--- config.mk ---
export PLATFORM = sky130hd
export DESIGN_NAME = psum_readback
export DESIGN_NICKNAME = d
export VERILOG_FILES = /design/src/rtl/psum_readback.sv
export SDC_FILE = /design/constraint.sdc
export NUM_CORES = 1
export LEC_CHECK = 0
export ABC_AREA = 1
export CAP_MARGIN = 20
export CORE_MARGIN = 2
export CORE_UTILIZATION = 40
export DETAILED_ROUTE_END_ITERATION = 8
export PLACE_DENSITY = 0.7
export SLEW_MARGIN = 20
export SYNTH_ARGS = -nofsm -noshare
export SYNTH_HDL_FRONTEND = slang
export SYNTH_SLANG_ARGS = --single-unit
--- constraint.sdc ---
create_clock -name clk -period 4.59 [get_ports clk]
set_input_delay 0.918 -clock clk [delete_from_list [all_inputs] [get_ports clk]]
set_output_delay 0.918 -clock clk [all_outputs]
set_load 0.05 [all_outputs]
--- src/rtl/psum_readback.sv ---
// psum_readback
// Drains the partial-sum buffer once a layer has finished. Each 512-bit pixel
// word is fetched through the buffer's read port, which has a one-cycle read
// latency. The word is then serialized into a valid/ready stream of signed
// 32-bit channel results.
//
// Ports:
//   clk, rst_n        clock (rising edge) and synchronous active-low reset
//   start             one-cycle pulse that begins a frame; only honoured in IDLE
//   num_pix, num_ch   frame geometry, latched when start is accepted
//   busy, done        frame in progress / one-cycle completion pulse
//   rd_en, rd_addr    buffer read request (address = pixel index)
//   rd_data           buffer read data, valid the cycle after rd_en
//   m_valid, m_ready  output stream handshake
//   m_data, m_last    channel result and end-of-frame marker
module psum_readback #(
  parameter int ADDR_W = 10,
  parameter int NUM_CH = 16,
  parameter int DATA_W = 32
) (
  input  logic                     clk,
  input  logic                     rst_n,
  input  logic                     start,
  input  logic [ADDR_W:0]          num_pix,
  input  logic [4:0]               num_ch,
  output logic                     busy,
  output logic                     done,
  output logic                     rd_en,
  output logic [ADDR_W-1:0]        rd_addr,
  input  logic [NUM_CH*DATA_W-1:0] rd_data,
  output logic                     m_valid,
  input  logic                     m_ready,
  output logic [DATA_W-1:0]        m_data,
  output logic                     m_last
);

  // Channel select width. The num_ch port is 5 bits wide, so NUM_CH is at
  // most 16 here, and the channel counter always fits in 5 bits.
  localparam int IDX_W = (NUM_CH > 1) ? $clog2(NUM_CH) : 1;
  localparam logic [4:0]      MAX_CH  = 5'(NUM_CH);
  localparam logic [ADDR_W:0] ONE_PIX = (ADDR_W+1)'(1);

  typedef enum logic [2:0] {
    S_IDLE,
    S_RD,
    S_CAP,
    S_SEND,
    S_FIN
  } state_t;

  state_t                        state, state_d;
  logic [ADDR_W-1:0]             pix, pix_d;
  logic [4:0]                    ch, ch_d;
  logic [ADDR_W:0]               num_pix_q, num_pix_d;
  logic [4:0]                    num_ch_q, num_ch_d;
  logic [NUM_CH-1:0][DATA_W-1:0] hold;
  logic                          last_pix;
  logic                          last_ch;

  // The end-of-pixel and end-of-frame tests are done at full width.
  // num_pix may equal 2^ADDR_W, and then the last index is 2^ADDR_W-1, so
  // the pixel counter never needs to wrap.
  assign last_pix = ({1'b0, pix} == (num_pix_q - ONE_PIX));
  assign last_ch  = (ch == (num_ch_q - 5'd1));

  // State, counters, latched configuration and the capture register.
  // Reset drops any word in flight and returns the block to an empty IDLE.
  always_ff @(posedge clk) begin
    if (!rst_n) begin
      state     <= S_IDLE;
      pix       <= '0;
      ch        <= '0;
      num_pix_q <= '0;
      num_ch_q  <= '0;
      hold      <= '0;
    end else begin
      state     <= state_d;
      pix       <= pix_d;
      ch        <= ch_d;
      num_pix_q <= num_pix_d;
      num_ch_q  <= num_ch_d;
      if (state == S_CAP) begin
        hold <= rd_data;
      end
    end
  end

  // Next-state logic. A pixel costs one RD cycle and one CAP cycle, then
  // one SEND cycle per accepted channel. An empty frame goes straight to FIN,
  // so the controller still sees done.
  always_comb begin
    state_d   = state;
    pix_d     = pix;
    ch_d      = ch;
    num_pix_d = num_pix_q;
    num_ch_d  = num_ch_q;
    case (state)
      S_IDLE: begin
        if (start) begin
          if ((num_pix != '0) && (num_ch != '0)) begin
            num_pix_d = num_pix;
            num_ch_d  = (num_ch > MAX_CH) ? MAX_CH : num_ch;
            pix_d     = '0;
            ch_d      = '0;
            state_d   = S_RD;
          end else begin
            state_d = S_FIN;
          end
        end
      end
      S_RD:   state_d = S_CAP;
      S_CAP:  state_d = S_SEND;
      S_SEND: begin
        if (m_ready) begin
          if (!last_ch) begin
            ch_d = ch + 5'd1;
          end else if (!last_pix) begin
            pix_d   = pix + 1'b1;
            ch_d    = '0;
            state_d = S_RD;
          end else begin
            state_d = S_FIN;
          end
        end
      end
      S_FIN:   state_d = S_IDLE;
      default: state_d = S_IDLE;
    endcase
  end

  // Outputs are decoded from the state. While SEND waits on m_ready, the
  // held word and the counters are frozen, so m_data and m_last stay stable.
  assign busy    = (state == S_RD) || (state == S_CAP) || (state == S_SEND);
  assign done    = (state == S_FIN);
  assign rd_en   = (state == S_RD);
  assign rd_addr = (state == S_RD) ? pix : '0;
  assign m_valid = (state == S_SEND);
  assign m_data  = (state == S_SEND) ? hold[ch[IDX_W-1:0]] : '0;
  assign m_last  = m_valid && last_pix && last_ch;

endmodule

==> qor.yml <==
maxCapViolCount: 0
io-pin-count: 579
via_per_inst: 5.30
core_area_um2: 60500
dp_slack_ns: 1.04
wl_per_cell_um: 20.4
p_leak_nw: 11.9
fp-row-count: 90
rsz0062_at_grt: "false"
number_of_standard_cells_in_the_final_layout_excluding_fillers: 4689
critical_path_peak_fanout: 101
finalCritPeriodShare_pct: 92.1
synth-seq-cells: 546
die-height_um: 251
max_clock_freq_mhz: 237
cts.reportedPaths.clkPinSlew_ns: 0.06
p_int_mw: 11.8
global_route.usage.total_pct: 29.0
slew_headroom_pct: 36.4
power.share.clock_pct: 24.8
grt_pass1_wl_um: 140000
synth_top_area_share_pct: 44.6
nNetsFinal: 4393
grt_start_max_net_pins: 219
final-hold-violation-count: 0
ys_seq_area_share_pct: 44.6
run_status: "finished, final reports clean"
cts.sink_count: 546
switching_power_mw: 7.67
cts_tree: "yes"
count_of_instances_resized_after_the_clock_tree_is_built: 0
seq_area_um2: 10900
crit_slowest_cell: "sky130_fd_sc_hd__dfxtp_4"
post_route_cells_drive_above_1_share_pct: 5.05
powerDensity_nw_per_um2: 593
critPathCaptureType: "primary output"
netSwitchingFraction_pct: 39.4
total_grt_overflow: 0
antenna_violations_before_repair: 8
worst_setup_path_category: "register to primary output"
yosys-top-cells-area: "sky130_fd_sc_hd__dfxtp_1 (45%), sky130_fd_sc_hd__a21oi_1 (16%), sky130_fd_sc_hd__o21ai_0 (16%)"
detailed_route_drc_error_count: 0
finalSetupViolations: 0
vdd_ir_drop_max_uv: 427
pwr-share-seq_pct: 37.4
post_synth.cell_area_avg_um2: 7.06
finalCoreUtilization_pct: 54.3
post_synth_inst_count: 3467
fillerInstances: 5759
die-width_um: 251
total_clock_buffers_created_by_cts: 58
post-route-worst-setup-slack_ns: 0.362
vias_in_the_first_global_route: 22900
report.power.total_mw: 19.5
synth_top_cell_by_area: "sky130_fd_sc_hd__dfxtp_1"
synthesized_nets: 4003
setup.worst_path.start_class: "register"
number_of_distinct_library_cells_after_synthesis: 37
vias: 24800
layout-area-overhead-vs-synth_pct: 34.2
dpl.hpwl_um: 70600
place.detailed.instances: 4579
critPathArrivalTime_ns: 3.31
syn-cell-area_um2: 24500
number_of_drc_violations_after_detailed_routing_iteration_0: 2327
area_of_the_multi_input_gates_um2: 10300
holdCritPathClass: "register to register"
ctsHtreeMaxLevel: 2
clk-insertion-delay-late_ns: 0.61
place_congestion: 0.904
totalNegativeSetupSlack_ns: 0
final.min_clock_period_ns: 4.23
power.share.combinational_pct: 37.8
cts_post_setup_buffers_inserted: 0
cts_max_path_buffers: 3
initial_core_util_pct: 40.5
numPortBuffers: 578
worst-endpoint-required_ns: 3.67
postRouteAntennaNets: 0
totalWireLength_um: 95600
critical-path-max-stage-delay_ns: 0.63
dr.pass1.iters: 5
cts.root.buffer_cell: "sky130_fd_sc_hd__clkbuf_16"
finalClockSkew_ns: 0.00780
cts_hold_buf: 0
count_of_warnings_emitted_by_yosys: 0
design.die.area_um2: 63200
timing.final.max_slew_violations: 0
cp_cell_sequence: "buf_12, buf_4, o21ai_0, nand2_1, nand2_1, a31oi_1, buf_12"
worst_margin_pin_slew_ns: 0.954
==> routing by layer <==
layer  GRT usage (%)  vias up  share of wire, %
li1                -    12300                 -
met1            38.8    11400                43
met2            46.3     1002                45
met3            5.56      183               8.0
met4            11.7        4               3.9
met5               0        -             0.024
==> registers in the layout, indices dropped and copies added, names as in the netlist <==
register / flops
hold: 512
num_pix_q: 11
num_ch_q: 5
state: 3
ch: 5
pix: 10
==> layout by cell type, fill, tap and decap left out, types with 2 or more instances in the layout <==
master                            synthesis  final
sky130_fd_sc_hd__a21oi_1                799    799
sky130_fd_sc_hd__o21ai_0                783    783
sky130_fd_sc_hd__inv_1                  553    552
sky130_fd_sc_hd__clkdlybuf4s50_1          0    545
sky130_fd_sc_hd__dfxtp_1                546    543
sky130_fd_sc_hd__nand2_1                203    203
sky130_fd_sc_hd__nand3_1                129    127
sky130_fd_sc_hd__clkbuf_16                0     62
sky130_fd_sc_hd__nor2_1                  50     49
sky130_fd_sc_hd__buf_12                   0     39
sky130_fd_sc_hd__buf_4                    1     35
sky130_fd_sc_hd__a31oi_1                 32     32
sky130_fd_sc_hd__clkbuf_8                 0     20
sky130_fd_sc_hd__xor2_1                  14     14
sky130_fd_sc_hd__nor3_1                  12     12
sky130_fd_sc_hd__xnor2_1                 11     11
sky130_fd_sc_hd__clkbuf_1               210     10
sky130_fd_sc_hd__diode_2                  0      8
sky130_fd_sc_hd__inv_2                    9      8
sky130_fd_sc_hd__clkinv_2                 0      7
sky130_fd_sc_hd__nor2_2                   5      6
sky130_fd_sc_hd__nand4_1                  5      5
sky130_fd_sc_hd__o21ai_1                  4      4
sky130_fd_sc_hd__ha_1                     4      4
sky130_fd_sc_hd__nand3_2                  2      3
sky130_fd_sc_hd__inv_6                    0      2
sky130_fd_sc_hd__nand3_4                  1      2
sky130_fd_sc_hd__nor2_4                   2      2
sky130_fd_sc_hd__a211oi_1                 2      2
sky130_fd_sc_hd__dfxtp_4                  0      2
sky130_fd_sc_hd__bufinv_16                0      2
==> worst max-delay path: cells and delay by family, from the launching register on <==
family                 cells  cell delay (ns)
AOI/OAI and AO/OA          2             0.77
buffers and inverters      3             1.11
DFF                        1             0.63
and+or+nand+nor            2             0.14
==> path summary, 6_finish.rpt <==
kind         cells after the start                   start  slack (ns)                      to
min reg2reg                      2  hold[378]$_SDFFE_PN0P_        0.44  hold[378]$_SDFFE_PN0P_
max reg2reg                      6   state[0]$_SDFFE_PN0P_        2.02  hold[480]$_SDFFE_PN0P_
min                              2  hold[378]$_SDFFE_PN0P_        0.44  hold[378]$_SDFFE_PN0P_
max                              7      ch[0]$_SDFFE_PN0P_        0.36              m_data[18]
==> cells by family (layout without fill, tap and decap cells) <==
logic type	after synthesis	in the layout	synth area share [%]
AOI/OAI and AO/OA	1622	1622	33.4
buffers and inverters	853	1285	13.3
DFF	546	546	44.6
and+or+nand+nor	417	417	7.54
xor gates and xnor gates	25	25	0.894
adders and majority gates	4	4	0.204
other	0	8	0
==> cells in the mapped netlist, drive strengths merged <==
| library cell | number |
|---|---|
| inv | 562 |
| clkinv | 1 |
| nand3b | 1 |
| o21bai | 1 |
| xor2 | 14 |
| a31oi | 32 |
| a211oi | 2 |
| a21oi | 799 |
| buf | 79 |
| nand4 | 6 |
| nand2 | 204 |
| nand3 | 132 |
| o21ai | 788 |
| dfxtp | 546 |
| nor4 | 1 |
| xnor2 | 11 |
| and2 | 1 |
| nor2 | 57 |
| or2 | 2 |
| clkbuf | 211 |
| ha | 4 |
| nor3b | 1 |
| nor3 | 12 |
==> power groups by stage <==
stage	clock network, mW	logic [mW]	registers, mW
after floorplan	0	4.96	7.03
after global placement	0	7.21	7.33
after detailed placement	0	7.29	7.37
after CTS	4.88	7.33	7.27
after global routing	5.07	8.20	7.45
final	4.83	7.36	7.28
==> metrics by stage <==
stage               cell area (µm²)  hold slack, ns
global route                  32800           0.453
global placement              30900           0.428
CTS                           32800           0.441
floorplan                     24500           0.420
detailed placement            30900           0.432
finish                        32900           0.438
==> layout make-up <==
class,instances,share of cell area [%]
clock buffer,92,5.67
sequential,546,33.3
tap,782,2.98
multi-input combinational,2068,31.4
inverter,563,6.47
timing repair buffer,620,19.8
clock inverter,10,0.316
antenna,8,0.0609
(Power assumes the default switching activity.)
